[src/rtl/nemu_pkg.sv]
// Shared types and constants for the network-emulator packet source.
package nemu_pkg;

  localparam int PKT_PORT_BITS = 3;
  localparam int PKT_TIME_BITS = 16;
  localparam int PKT_SEQ_BITS  = 8;
  localparam int DROP_CNT_BITS = 16;

  // Feedback taps r[7], r[5], r[4], r[3] (x^8+x^6+x^5+x^4+1, maximal length)
  localparam logic [7:0] LFSR_TAPS = 8'hB8;

  typedef struct packed {
    logic [PKT_PORT_BITS-1:0] src;
    logic [PKT_PORT_BITS-1:0] dest;
    logic [PKT_TIME_BITS-1:0] ts;
    logic [PKT_SEQ_BITS-1:0]  seq;
  } packet_t;

  function automatic logic [7:0] lfsr_next(input logic [7:0] r);
    return {r[6:0], ^(r & LFSR_TAPS)};
  endfunction

endpackage

[src/rtl/nemu_packet_source_checker.sv]
// Input legality checks for the packet source.
module nemu_packet_source_checker #(
  parameter int PORTS     = 8,
  parameter int PORT_BITS = 3
) (
  input logic                 i_clk,
  input logic                 reset_n,
  input logic [PORT_BITS-1:0] i_dest
);

  dest_in_range: assert property (@(posedge i_clk) disable iff (!reset_n)
    i_dest <= PORT_BITS'(PORTS - 2));

endmodule

[src/rtl/nemu_pkt_fifo.sv]
// Synchronous packet FIFO; pointers carry an extra wrap bit to tell full from empty.
module nemu_pkt_fifo #(
  parameter int WIDTH = 30,
  parameter int DEPTH = 4
) (
  input  logic             clk,
  input  logic             rst_n,
  input  logic             push,
  input  logic             pop,
  input  logic [WIDTH-1:0] wr_data,
  output logic [WIDTH-1:0] rd_data,
  output logic             full,
  output logic             empty
);

  localparam int AW = $clog2(DEPTH);
  localparam int PW = AW + 1;

  logic [WIDTH-1:0] mem [DEPTH];
  logic [PW-1:0]    wr_ptr;
  logic [PW-1:0]    rd_ptr;
  logic             push_en;
  logic             pop_en;

  // A pop frees the slot a same-cycle push needs when the FIFO is full
  always_comb begin
    empty   = (wr_ptr == rd_ptr);
    full    = (wr_ptr[AW] != rd_ptr[AW]) && (wr_ptr[AW-1:0] == rd_ptr[AW-1:0]);
    pop_en  = pop && !empty;
    push_en = push && (!full || pop_en);
    rd_data = empty ? {WIDTH{1'b0}} : mem[rd_ptr[AW-1:0]];
  end

  // Pointer and storage update
  always_ff @(posedge clk or negedge rst_n) begin
    if (!rst_n) begin
      wr_ptr <= {PW{1'b0}};
      rd_ptr <= {PW{1'b0}};
      for (int i = 0; i < DEPTH; i++) begin
        mem[i] <= {WIDTH{1'b0}};
      end
    end else begin
      if (push_en) begin
        mem[wr_ptr[AW-1:0]] <= wr_data;
        wr_ptr <= wr_ptr + PW'(1);
      end
      if (pop_en) begin
        rd_ptr <= rd_ptr + PW'(1);
      end
    end
  end

endmodule

[src/rtl/nemu_packet_source.sv]
// Per-port Bernoulli traffic source: stamps packets and buffers them ahead of a valid/ready port.
module nemu_packet_source
  import nemu_pkg::*;
#(
  parameter int         PORTS      = 8,
  parameter int         PORT_BITS  = 3,
  parameter int         SOURCE_ID  = 0,
  parameter logic [7:0] LFSR_SEED  = 8'hA5,
  parameter int         FIFO_DEPTH = 4,
  parameter int         TIME_BITS  = 16,
  parameter int         SEQ_BITS   = 8
) (
  input  logic                     i_clk,
  input  logic                     reset_n,
  input  logic                     i_enable,
  input  logic [7:0]               i_rate,
  input  logic [PORT_BITS-1:0]     i_dest,
  output packet_t                  o_pkt,
  output logic                     o_pkt_valid,
  input  logic                     i_pkt_ready,
  output logic [DROP_CNT_BITS-1:0] o_drop_count
);

  logic [7:0]               lfsr;
  logic [TIME_BITS-1:0]     timestamp;
  logic [SEQ_BITS-1:0]      seq;
  logic [DROP_CNT_BITS-1:0] drop_count;
  logic                     inject;
  logic                     pop;
  logic                     push;
  logic                     drop;
  logic                     full;
  logic                     empty;
  logic [PORT_BITS-1:0]     dest;
  packet_t                  new_pkt;

  // Inject decision, self-traffic remap and packet assembly
  always_comb begin
    inject = i_enable && (lfsr <= i_rate);
    pop    = !empty && i_pkt_ready;
    push   = inject && (!full || pop);
    drop   = inject && full && !pop;
    if (i_dest >= PORT_BITS'(SOURCE_ID)) begin
      dest = i_dest + PORT_BITS'(1);
    end else begin
      dest = i_dest;
    end
    new_pkt.src  = PKT_PORT_BITS'(SOURCE_ID);
    new_pkt.dest = dest;
    new_pkt.ts   = timestamp;
    new_pkt.seq  = seq;
  end

  // LFSR, free-running timestamp, sequence number and saturating drop counter
  always_ff @(posedge i_clk or negedge reset_n) begin
    if (!reset_n) begin
      lfsr       <= LFSR_SEED;
      timestamp  <= {TIME_BITS{1'b0}};
      seq        <= {SEQ_BITS{1'b0}};
      drop_count <= {DROP_CNT_BITS{1'b0}};
    end else begin
      lfsr      <= lfsr_next(lfsr);
      timestamp <= timestamp + TIME_BITS'(1);
      if (push) begin
        seq <= seq + SEQ_BITS'(1);
      end
      if (drop && (drop_count != {DROP_CNT_BITS{1'b1}})) begin
        drop_count <= drop_count + DROP_CNT_BITS'(1);
      end
    end
  end

  nemu_pkt_fifo #(
    .WIDTH($bits(packet_t)),
    .DEPTH(FIFO_DEPTH)
  ) u_fifo (
    .clk    (i_clk),
    .rst_n  (reset_n),
    .push   (push),
    .pop    (pop),
    .wr_data(new_pkt),
    .rd_data(o_pkt),
    .full   (full),
    .empty  (empty)
  );

  nemu_packet_source_checker #(
    .PORTS    (PORTS),
    .PORT_BITS(PORT_BITS)
  ) u_checker (
    .i_clk  (i_clk),
    .reset_n(reset_n),
    .i_dest (i_dest)
  );

  assign o_pkt_valid  = !empty;
  assign o_drop_count = drop_count;

endmodule

[config.mk]
export PLATFORM = sky130hd
export DESIGN_NAME = nemu_packet_source
export DESIGN_NICKNAME = d
export VERILOG_FILES = /design/src/rtl/nemu_pkg.sv /design/src/rtl/nemu_packet_source_checker.sv /design/src/rtl/nemu_pkt_fifo.sv /design/src/rtl/nemu_packet_source.sv
export SDC_FILE = /design/constraint.sdc
export NUM_CORES = 1
export LEC_CHECK = 0
export ABC_AREA = 1
export CELL_PAD_IN_SITES_DETAIL_PLACEMENT = 1
export CELL_PAD_IN_SITES_GLOBAL_PLACEMENT = 1
export CORE_MARGIN = 1.5
export CORE_UTILIZATION = 44
export DETAILED_ROUTE_END_ITERATION = 8
export HOLD_SLACK_MARGIN = 0.02
export PLACE_DENSITY_LB_ADDON = 0.08
export SLEW_MARGIN = 20
export SYNTH_ARGS = -nofsm -noshare
export SYNTH_HDL_FRONTEND = slang
export SYNTH_SLANG_ARGS = --single-unit
[constraint.sdc]
create_clock -name i_clk -period 2.1 [get_ports i_clk]
set_input_delay 0.42 -clock i_clk [delete_from_list [all_inputs] [get_ports i_clk]]
set_output_delay 0.42 -clock i_clk [all_outputs]
set_load 0.03 [all_outputs]
==> flow_summary.ini, run 1 <==
[status]
status = complete, but fails checks
violations = negative setup slack

[setup_path]
cp_cell_sequence = inv_2 > nand2_2 > a21oi_2 > nand2_2 > buf_12 > nand2_1 > inv_1 > buf_4
cp-end-kind = output port
reg2reg_from = lfsr[7]$_DFF_PN1_
start_kind = flip-flop
cp_common_cell = nand2_2
ff2ff_path_depth = 10
r2r_setup_slack_ps = 30
reg2reg_to = u_fifo.mem[103]$_DFFE_PN0P_
crit_family = buffers and inverters
cp.required_ps = 1680
crit_path_max_incr_delay_ps = 450
cp_data_arrival_time_ps = 1840
crit_type = reg -> out
cp_num_buf_inv = 4
worst-path-max-fanout = 20
cp_slowest_cell = dfrtp_2

[synth]
seq_area_frac_synth_pct = 48.3
synth.distinct_cells = 33
synth_area_sq_mm = 0.00840
yosysWarnings = 0
async_reset_ff_share_pct = 100
post_synth.cell_area_avg_sq_um = 8.06
syn_inst = 1042
synth_edf_count = 0
synth_flop_cell = dfrtp_1
synth_seq_cells = 162

[cells_and_area]
antenna_cells = 0
area_growth_pct = 28.4
nets = 1136
drive_above_1_share_pct = 16.6
layout_commonest_cell = nand2_1
fin_area_sq_mm = 0.0108
final_cell_mix = 319 x nand2_1, 155 x dfrtp_1, 112 x nand4_1
layoutNonFillerInstCount = 1351
n_fill_cell = 2177
final_util_pct = 57.7

[place]
dp_hpwl_mm = 15.3
dp.cells = 1292
place_area_sq_mm = 0.00939
pre_cts_ws_ps = -428
place_congestion = 0.786
port_buffers = 58

[timing]
post-route-min-period_ps = 2260
clock-skew-final_ps = 11.2
setup_ws_ps = -157
drv_slew = 0
rsz0062_at_grt = true
finalCritPeriodShare_pct = 107
max_freq_ghz = 0.443
finalSetupViolations = 28
hold_viol = 0

[cts]
cts_tree = done
root_buffer = clkbuf_16
ctsHtreeMaxLevel = 4
cts.clk_slew.worst_paths_ps = 70
clock_latency_ps = 440
cts_made_buffers = 17
cts_max_path_buffers = 2
clock_sinks = 162

[global_routing]
overflow = 0
grt_pass1_wl_mm = 42.7
antenna_found_initial = 0
first_global_vias = 7911
grt_max_degree = 56
grt_use_total_pct = 27.6

[die]
chipHeight_um = 141
die-area_sq_mm = 0.0199
start_util_pct = 44.9
die_x_um = 141
rows = 50
core_area_sq_mm = 0.0187
io_pins = 62

[routing]
drc = 0
dr.pass1.iters = 5
vias = 7782
drtIter0Drc = 487
wl_per_cell_um = 21.2
vias_per_cell = 5.76
drt_wl_total_mm = 28.6
drtAntennaViolNets = 0

[hold_path]
hold_depth = 0
min_to = lfsr[1]$_DFF_PN0_
worstHoldStart = lfsr[0]$_DFF_PN1_
hp-class = reg -> reg

[pwr]
totalPowerFinal_mw = 15.6
p_leak_nw = 5.56
vdd_drop_max_mv = 0.789
powerDensity_mw_per_mm2 = 1450

[run]
max_cap_viol_count = 0
synthesized netlist by cell type (3+ instances only):
cell,number,area share (%)
nor2_1,73,3.3
clkbuf_1,26,1.2
buf_4,5,0.45
nand3_1,42,2.5
dfrtp_1,158,47
nor3_2,3,0.36
o22ai_1,27,2.0
o21ai_1,3,0.18
o21ai_0,51,3.0
a21oi_1,5,0.30
buf_2,40,2.4
ha_1,17,2.5
nor3_1,8,0.48
dfstp_2,4,1.3
nand4_2,4,0.60
nand2_1,333,15
inv_1,62,2.8
nand4_1,112,8.3
xor2_1,28,2.9
xnor2_1,14,1.5
buf_1,14,0.63
routing by layer:
metal / vias to the layer above / part of all wire [%] / GRT usage, %
met2: 185 / 50 / 46.9
met5: - / 0 / 0
met3: 50 / 3.5 / 3.77
li1: 3567 / - / -
met4: 0 / 2.4 / 8.72
met1: 3980 / 45 / 36.7
area by class of cell:
cell class                      instances  area, sq um  area share (%)
Clock buffer                           23          478            4.43
Clock inverter                          9          176            1.64
Inverter                               64          241            2.24
Multi-Input combinational cell        733         3900            36.2
Sequential cell                       162         4060            37.7
Tap cell                              234          293            2.71
Timing Repair Buffer                  126         1630            15.1
worst register-to-register path: stages (launching register included):
cell and delay [ps]:
dfstp_2 570, ha_4 210, a21o_1 180, nor2_2 90, nand2_2 90, a21oi_4 180
buf_6 150, buf_12 140, clkbuf_16 190, nand4_1 120, nand2_1 90
kinds of logic (layout without fill, tap and decap cells):
family	Yosys count	in the layout	share of synthesized area, %
buffers and inverters	150	222	7.61
AND/OR/NAND/NOR	582	583	31.4
AO/OA/AOI/OAI	88	88	5.72
adder cells (fa/ha/maj)	17	17	2.53
XOR/XNOR	42	42	4.38
flip-flops	162	162	48.3
other	1	3	0.0446
flip-flops by register name, summed over array words and instances (netlist names):
register	count
u_fifo.mem	108
timestamp	16
u_fifo.wr_ptr	3
u_fifo.rd_ptr	3
seq	8
lfsr	8
o_drop_count	16
stage by stage:
step	setup TNS [ps]	hold slack (ps)
floorplan	0	124
global placement	-44810	338
detailed placement	-50990	337
CTS	-2910	380
global route	-9460	405
finish	-2870	403
repair_timing:
action,in CTS,in global routing
resized for setup,43,50
cloned,0,15
endpoints found under the setup margin,28,160
pin swaps,3,19
setup buffers,4,8
hold endpoints to repair,28,0
hold buffers,1,0
how the worst max path moves through the flow:
stage / slack, ps / startpoint / end / cells past startpoint
final: -160 / u_fifo.rd_ptr[1]$_DFFE_PN0P_ / o_pkt[18] / 8
after global routing: -260 / u_fifo.rd_ptr[1]$_DFFE_PN0P_ / o_pkt[18] / 8
after CTS: -170 / u_fifo.rd_ptr[0]$_DFFE_PN0P_ / o_pkt[18] / 7
after detailed placement: -430 / i_rate[7] / seq[7]$_DFFE_PN0P_ / 12
after global placement: -370 / i_rate[7] / u_fifo.mem[109]$_DFFE_PN0P_ / 11
after floorplan: 140 / u_fifo.rd_ptr[1]$_DFFE_PN0P_ / o_pkt[18] / 7
where the power goes:
| part | internal, mW | switching, mW |
|---|---|---|
| Sequential | 3.76 | 0.550 |
| Clock | 2.21 | 1.31 |
| Combinational | 2.88 | 4.88 |
Power figures use the tool's default switching activity.
==> inputs of run 2 (changes only) <==
CAP_MARGIN = 15   (was not set)
==> results of run 2 <==
Final layout, timing and power as in run 1 (identical DEF).
==> inputs of run 3 (changes only) <==
CELL_PAD_IN_SITES_DETAIL_PLACEMENT = not set   (was 1)
CELL_PAD_IN_SITES_GLOBAL_PLACEMENT = not set   (was 1)
CORE_UTILIZATION = 52   (was 44)
DONT_BUFFER_PORTS = 1   (was not set)
==> run 3 against run 2 <==
Against the previous run: largest power group unchanged; total power decreased by 5.2%; clock skew decreased by 1.5 ps; clock power decreased by 9.1%; die area decreased by 15%; design area decreased by 6.1%; hold slack got worse by 720 ps; fmax increased by 2.1%; clock-buffer cell count decreased by 4; largest cell class unchanged; the run ends with negative hold slack, negative setup slack left; sequential power decreased by 2%; non-clock buffer count decreased by 33; critical endpoint is now o_pkt[23]; highest routed layer unchanged.
==> flow_summary.ini, run 3 (synthesized netlist as in run 1, its figures left out) <==
[place]
port_buffers = 0
place_congestion = 0.780
dp_hpwl_mm = 12.4
dp.cells = 1250
pre_cts_ws_ps = 94.2

[timing]
rsz0062_at_grt = true
finalSetupViolations = 27
max_freq_ghz = 0.453
setup_ws_ps = -110
finalCritPeriodShare_pct = 105
tns_ps = -1710
clock-skew-final_ps = 9.71
holdWs_ps = -317
drv_slew = 0
post-route-min-period_ps = 2210
hold_viol = 162

[setup_path]
cp_common_cell = buf_4
start_kind = flip-flop
worst-path-max-fanout = 12
cp_slowest_cell = dfrtp_2
cp_cell_sequence = buf_4 > buf_16 > o21ai_0 > o22ai_1 > nand2_1 > inv_1 > buf_4
crit_type = reg -> out
cp_num_buf_inv = 4
cp-end-kind = output port
crit_family = buffers and inverters
crit_path_max_incr_delay_ps = 450
cp_data_arrival_time_ps = 1790
cp.required_ps = 1680

[hold_path]
hp-class = in -> async

[die]
io_pins = 62
die_x_um = 130
die-area_sq_mm = 0.0169
chipHeight_um = 130
core_area_sq_mm = 0.0158
rows = 46
start_util_pct = 53.1

[cells_and_area]
drive_above_1_share_pct = 15.2
area_growth_pct = 20.5
antenna_cells = 0
final_util_pct = 64.0
layoutNonFillerInstCount = 1299
regMostFlops = u_fifo.mem
final_cell_mix = 328 x nand2_1, 157 x dfrtp_1, 112 x nand4_1
n_fill_cell = 1365
largest_register_ffs = 108
nets = 1102
layout_commonest_cell = nand2_1

[routing]
dr.pass1.iters = 6
vias_per_cell = 5.72
drc = 0
drtIter0Drc = 622
drt_wl_total_mm = 23.2
drtAntennaViolNets = 0
vias = 7425
wl_per_cell_um = 17.9

[cts]
ctsHtreeMaxLevel = 4
root_buffer = clkbuf_16
cts_tree = done
clock_sinks = 162
clock_latency_ps = 440
cts_max_path_buffers = 2
cts_made_buffers = 17
cts.clk_slew.worst_paths_ps = 60

[global_routing]
antenna_found_initial = 0
grt_pass1_wl_mm = 35.8
first_global_vias = 6594
grt_use_total_pct = 27.8
overflow = 0
grt_max_degree = 163

[pwr]
clockPowerShare_pct = 21.7
p_leak_nw = 5.30
vdd_drop_max_mv = 0.851
p_int_mw = 8.40
powerDensity_mw_per_mm2 = 1460
netSwitchingPower_mw = 6.38
p_comb_share_pct = 49.7
switching_share_pct = 43.2
pwr-share-seq_pct = 28.7
totalPowerFinal_mw = 14.8

[status]
violations = negative hold slack, negative setup slack
status = complete, but fails checks

[run]
max_cap_viol_count = 0
run 3: cell count changes in the layout (fill, tap and decap cells not counted), sizes merged:
cell,change
clkdlybuf4s50,-24
clkbuf,-9
inv,-1
clkinv,+7
dlymetal6s2s,-5
bufinv,-2
buf,+2
nand2,-1
dlygate4sd3,-1
run 3: repair_timing:
item                                    4_1_cts  5_1_grt
gates cloned                                  2        7
endpoints found under the setup margin       28      123
endpoints found under the hold margin       162      162
buffers inserted                              3        5
gates resized for setup                      39       29
pin swaps                                     2        9
run 3: metal layers:
metal	GRT usage [%]	vias to the layer above	share of wire, %
met3	5.45	31	7.8
met2	43.1	295	46
li1	-	3500	-
met5	0	-	0
met4	7.39	0	1.3
met1	40.0	3599	45
run 3: final timing paths:
| check | start | end | slack [ps] | cells past startpoint |
|---|---|---|---|---|
| max in group asynchronous | reset_n | u_fifo.rd_ptr[0]$_DFFE_PN0P_ | 2140 | 0 |
| worst max register to register | lfsr[7]$_DFF_PN1_ | u_fifo.mem[0]$_DFFE_PN0P_ | 70 | 10 |
| worst min-delay path | reset_n | lfsr[4]$_DFF_PN0_ | -320 | 0 |
| min in group i_clk | i_pkt_ready | u_fifo.rd_ptr[2]$_DFFE_PN0P_ | 160 | 2 |
| worst max-delay path | u_fifo.rd_ptr[0]$_DFFE_PN0P_ | o_pkt[23] | -110 | 7 |
| worst min register to register | lfsr[6]$_DFF_PN0_ | lfsr[7]$_DFF_PN1_ | 380 | 0 |
run 3: cell type report:
class | instances | area (sq um) | share of cell area (%)
Timing Repair Buffer | 93 | 1130 | 11.2
Multi-Input combinational cell | 732 | 3810 | 37.6
Clock buffer | 19 | 443 | 4.37
Clock inverter | 13 | 161 | 1.59
Sequential cell | 162 | 4060 | 40.1
Tap cell | 216 | 270 | 2.67
Inverter | 64 | 245 | 2.42
run 3: stage by stage:
| step | hold slack (ps) | cell area, sq um |
|---|---|---|
| floorplan | 124 | 8410 |
| global placement | 129 | 9040 |
| detailed placement | 130 | 9040 |
| CTS | -335 | 9810 |
| global route | -338 | 10100 |
| finish | -317 | 10100 |
run 3: power by group through the flow:
| stage | Clock [mW] | Combinational (mW) | Sequential [mW] |
|---|---|---|---|
| 4_1_cts | 3.24 | 7.00 | 4.21 |
| 3_5_place_dp | 0 | 6.46 | 4.25 |
| 3_3_place_gp | 0 | 6.41 | 4.25 |
| 5_1_grt | 3.36 | 7.93 | 4.32 |
| 6_report | 3.20 | 7.34 | 4.23 |
| 2_1_floorplan | 0 | 4.29 | 4.16 |
==> RTL change, RTL diff (settings of run 3) <==
Put one more register stage on the output `o_drop_count`, with the module's reset. The value now appears one clock later. The other outputs are not delayed to match.
--- a/src/rtl/nemu_packet_source.sv
+++ b/src/rtl/nemu_packet_source.sv
@@ -96,3 +96,9 @@
   assign o_pkt_valid  = !empty;
-  assign o_drop_count = drop_count;
+  always_ff @(posedge i_clk or negedge reset_n) begin
+    if (!reset_n) begin
+      o_drop_count <= '0;
+    end else begin
+      o_drop_count <= drop_count;
+    end
+  end
 
Formal check against the unedited RTL: not equivalent (Yosys sat finds a counterexample within 10 cycles, from zero or initial values and one cycle with reset_n low).
==> RTL change against run 3 <==
The flow still finishes with violations (hold timing, setup timing). Sequential cell count increased by 16. Worst setup slack better by 0.015 ns. Via count up 3.4%. Design area grew 7.1%. Core utilization increased by 1.2 points. Area after synthesis is 5.4% higher. Routed wire length up 12%. Power up 11%.
==> RTL change: results (changes against run 3) <==
status complete, but fails checks (unchanged); failing checks hold timing, setup timing (unchanged); total track usage 0.283 (was 0.278); DR WL/cell 19.9 µm (was 17.9 µm); mux cell area share after synthesis 0 (unchanged); area of placed instances 0.00925 mm² (was 0.00904 mm²); via count 7674 (was 7425); Finish-stage setup viols 28 (was 27); Hold WS -0.320 ns (was -0.317 ns); met3 WL 1.79 mm (was 1.81 mm); met1 Use GR 0.416 (was 0.400); largest net degree at the start of global routing 179 (was 163); WP data arrival 1.77 ns (was 1.79 ns); M2 GR Usage 0.430 (was 0.431); crit path to o_pkt[14] (was o_pkt[23]); # rows 47 (was 46); clock-cell share of area 0.0525 (was 0.0597); Final Hold Fails 178 (was 162); XOR/XNOR Fraction of Synth Area 0.0366 (was 0.0438); seq_cells 178 (was 162); met3 usage 0.0556 (was 0.0545); Yosys cell types 28 (was 33); buffering overhead 0.0910 (was 0.112); Seq/Total Area, Yosys 0.503 (was 0.483); pre-CTS setup slack -0.0141 ns (was 0.0942 ns); DRT met1 WL 11.6 mm (was 10.4 mm); Leak 5.46 nW (was 5.30 nW); initial drt markers 791 (was 622); Met2 Wirelength 12.1 mm (was 10.7 mm); dpl hpwl 13.0 mm (was 12.4 mm); Synth area leaders dfrtp_1, nand2_1, nand4_1 (unchanged); Inverters, non-clock 66 (was 64); top cells by count, synth nand2_1, dfrtp_1, nand4_1, nor2_1, inv_1 (unchanged); fraction of area in multi-input gates 0.386 (was 0.376); Adder-Cell Fraction of Synth Area 0.0240 (was 0.0253); VDD IR-drop max 0.947 mV (was 0.851 mV); #MultiIn Comb 744 (was 732); clkbuf count 17 (was 19); Nets 1103 (was 1102); Pre-antenna DRT Iters 8 (was 6); R2R Path End u_fifo.mem[107]$_DFFE_PN0P_ (was u_fifo.mem[0]$_DFFE_PN0P_); final worst slack -0.0949 ns (was -0.110 ns); GPL Wtd Cong 0.822 (was 0.780); crit-path max FO 16 (was 12); R2R cell count 11 (was 10); postcts setup bufs 8 (was 3)
==> RTL change: cell types whose count changed after synthesis, sizes merged, moves of 4 or more <==
cell,change
buf,-12
clkbuf,+13
dfrtp,+16
nand2,+13
nand3,-16
nand4,+19
xor2,-4
==> RTL change: metrics by stage <==
| stage | hold slack [ns] | TNS, ns | util | total power, W | instances |
|---|---|---|---|---|---|
| floorplan | 0.124 | 0 | - | 0.00873 | 1075 |
| global placement | 0.130 | -0.00201 | 0.556 | 0.0103 | 1247 |
| detailed placement | 0.132 | -0.0541 | 0.556 | 0.0104 | 1247 |
| CTS | -0.326 | -1.65 | 0.617 | 0.0150 | 1293 |
| global route | -0.334 | -4.01 | 0.652 | 0.0171 | 1304 |
| finish | -0.320 | -1.76 | 0.652 | 0.0164 | 1304 |
==> RTL change: report_power, final <==
part | internal [W] | switching [W] | leakage (nW)
Combinational | 0.00301 | 0.00564 | 2.82
Clock | 0.00157 | 0.00151 | 0.280
Sequential | 0.00408 | 0.000555 | 2.36
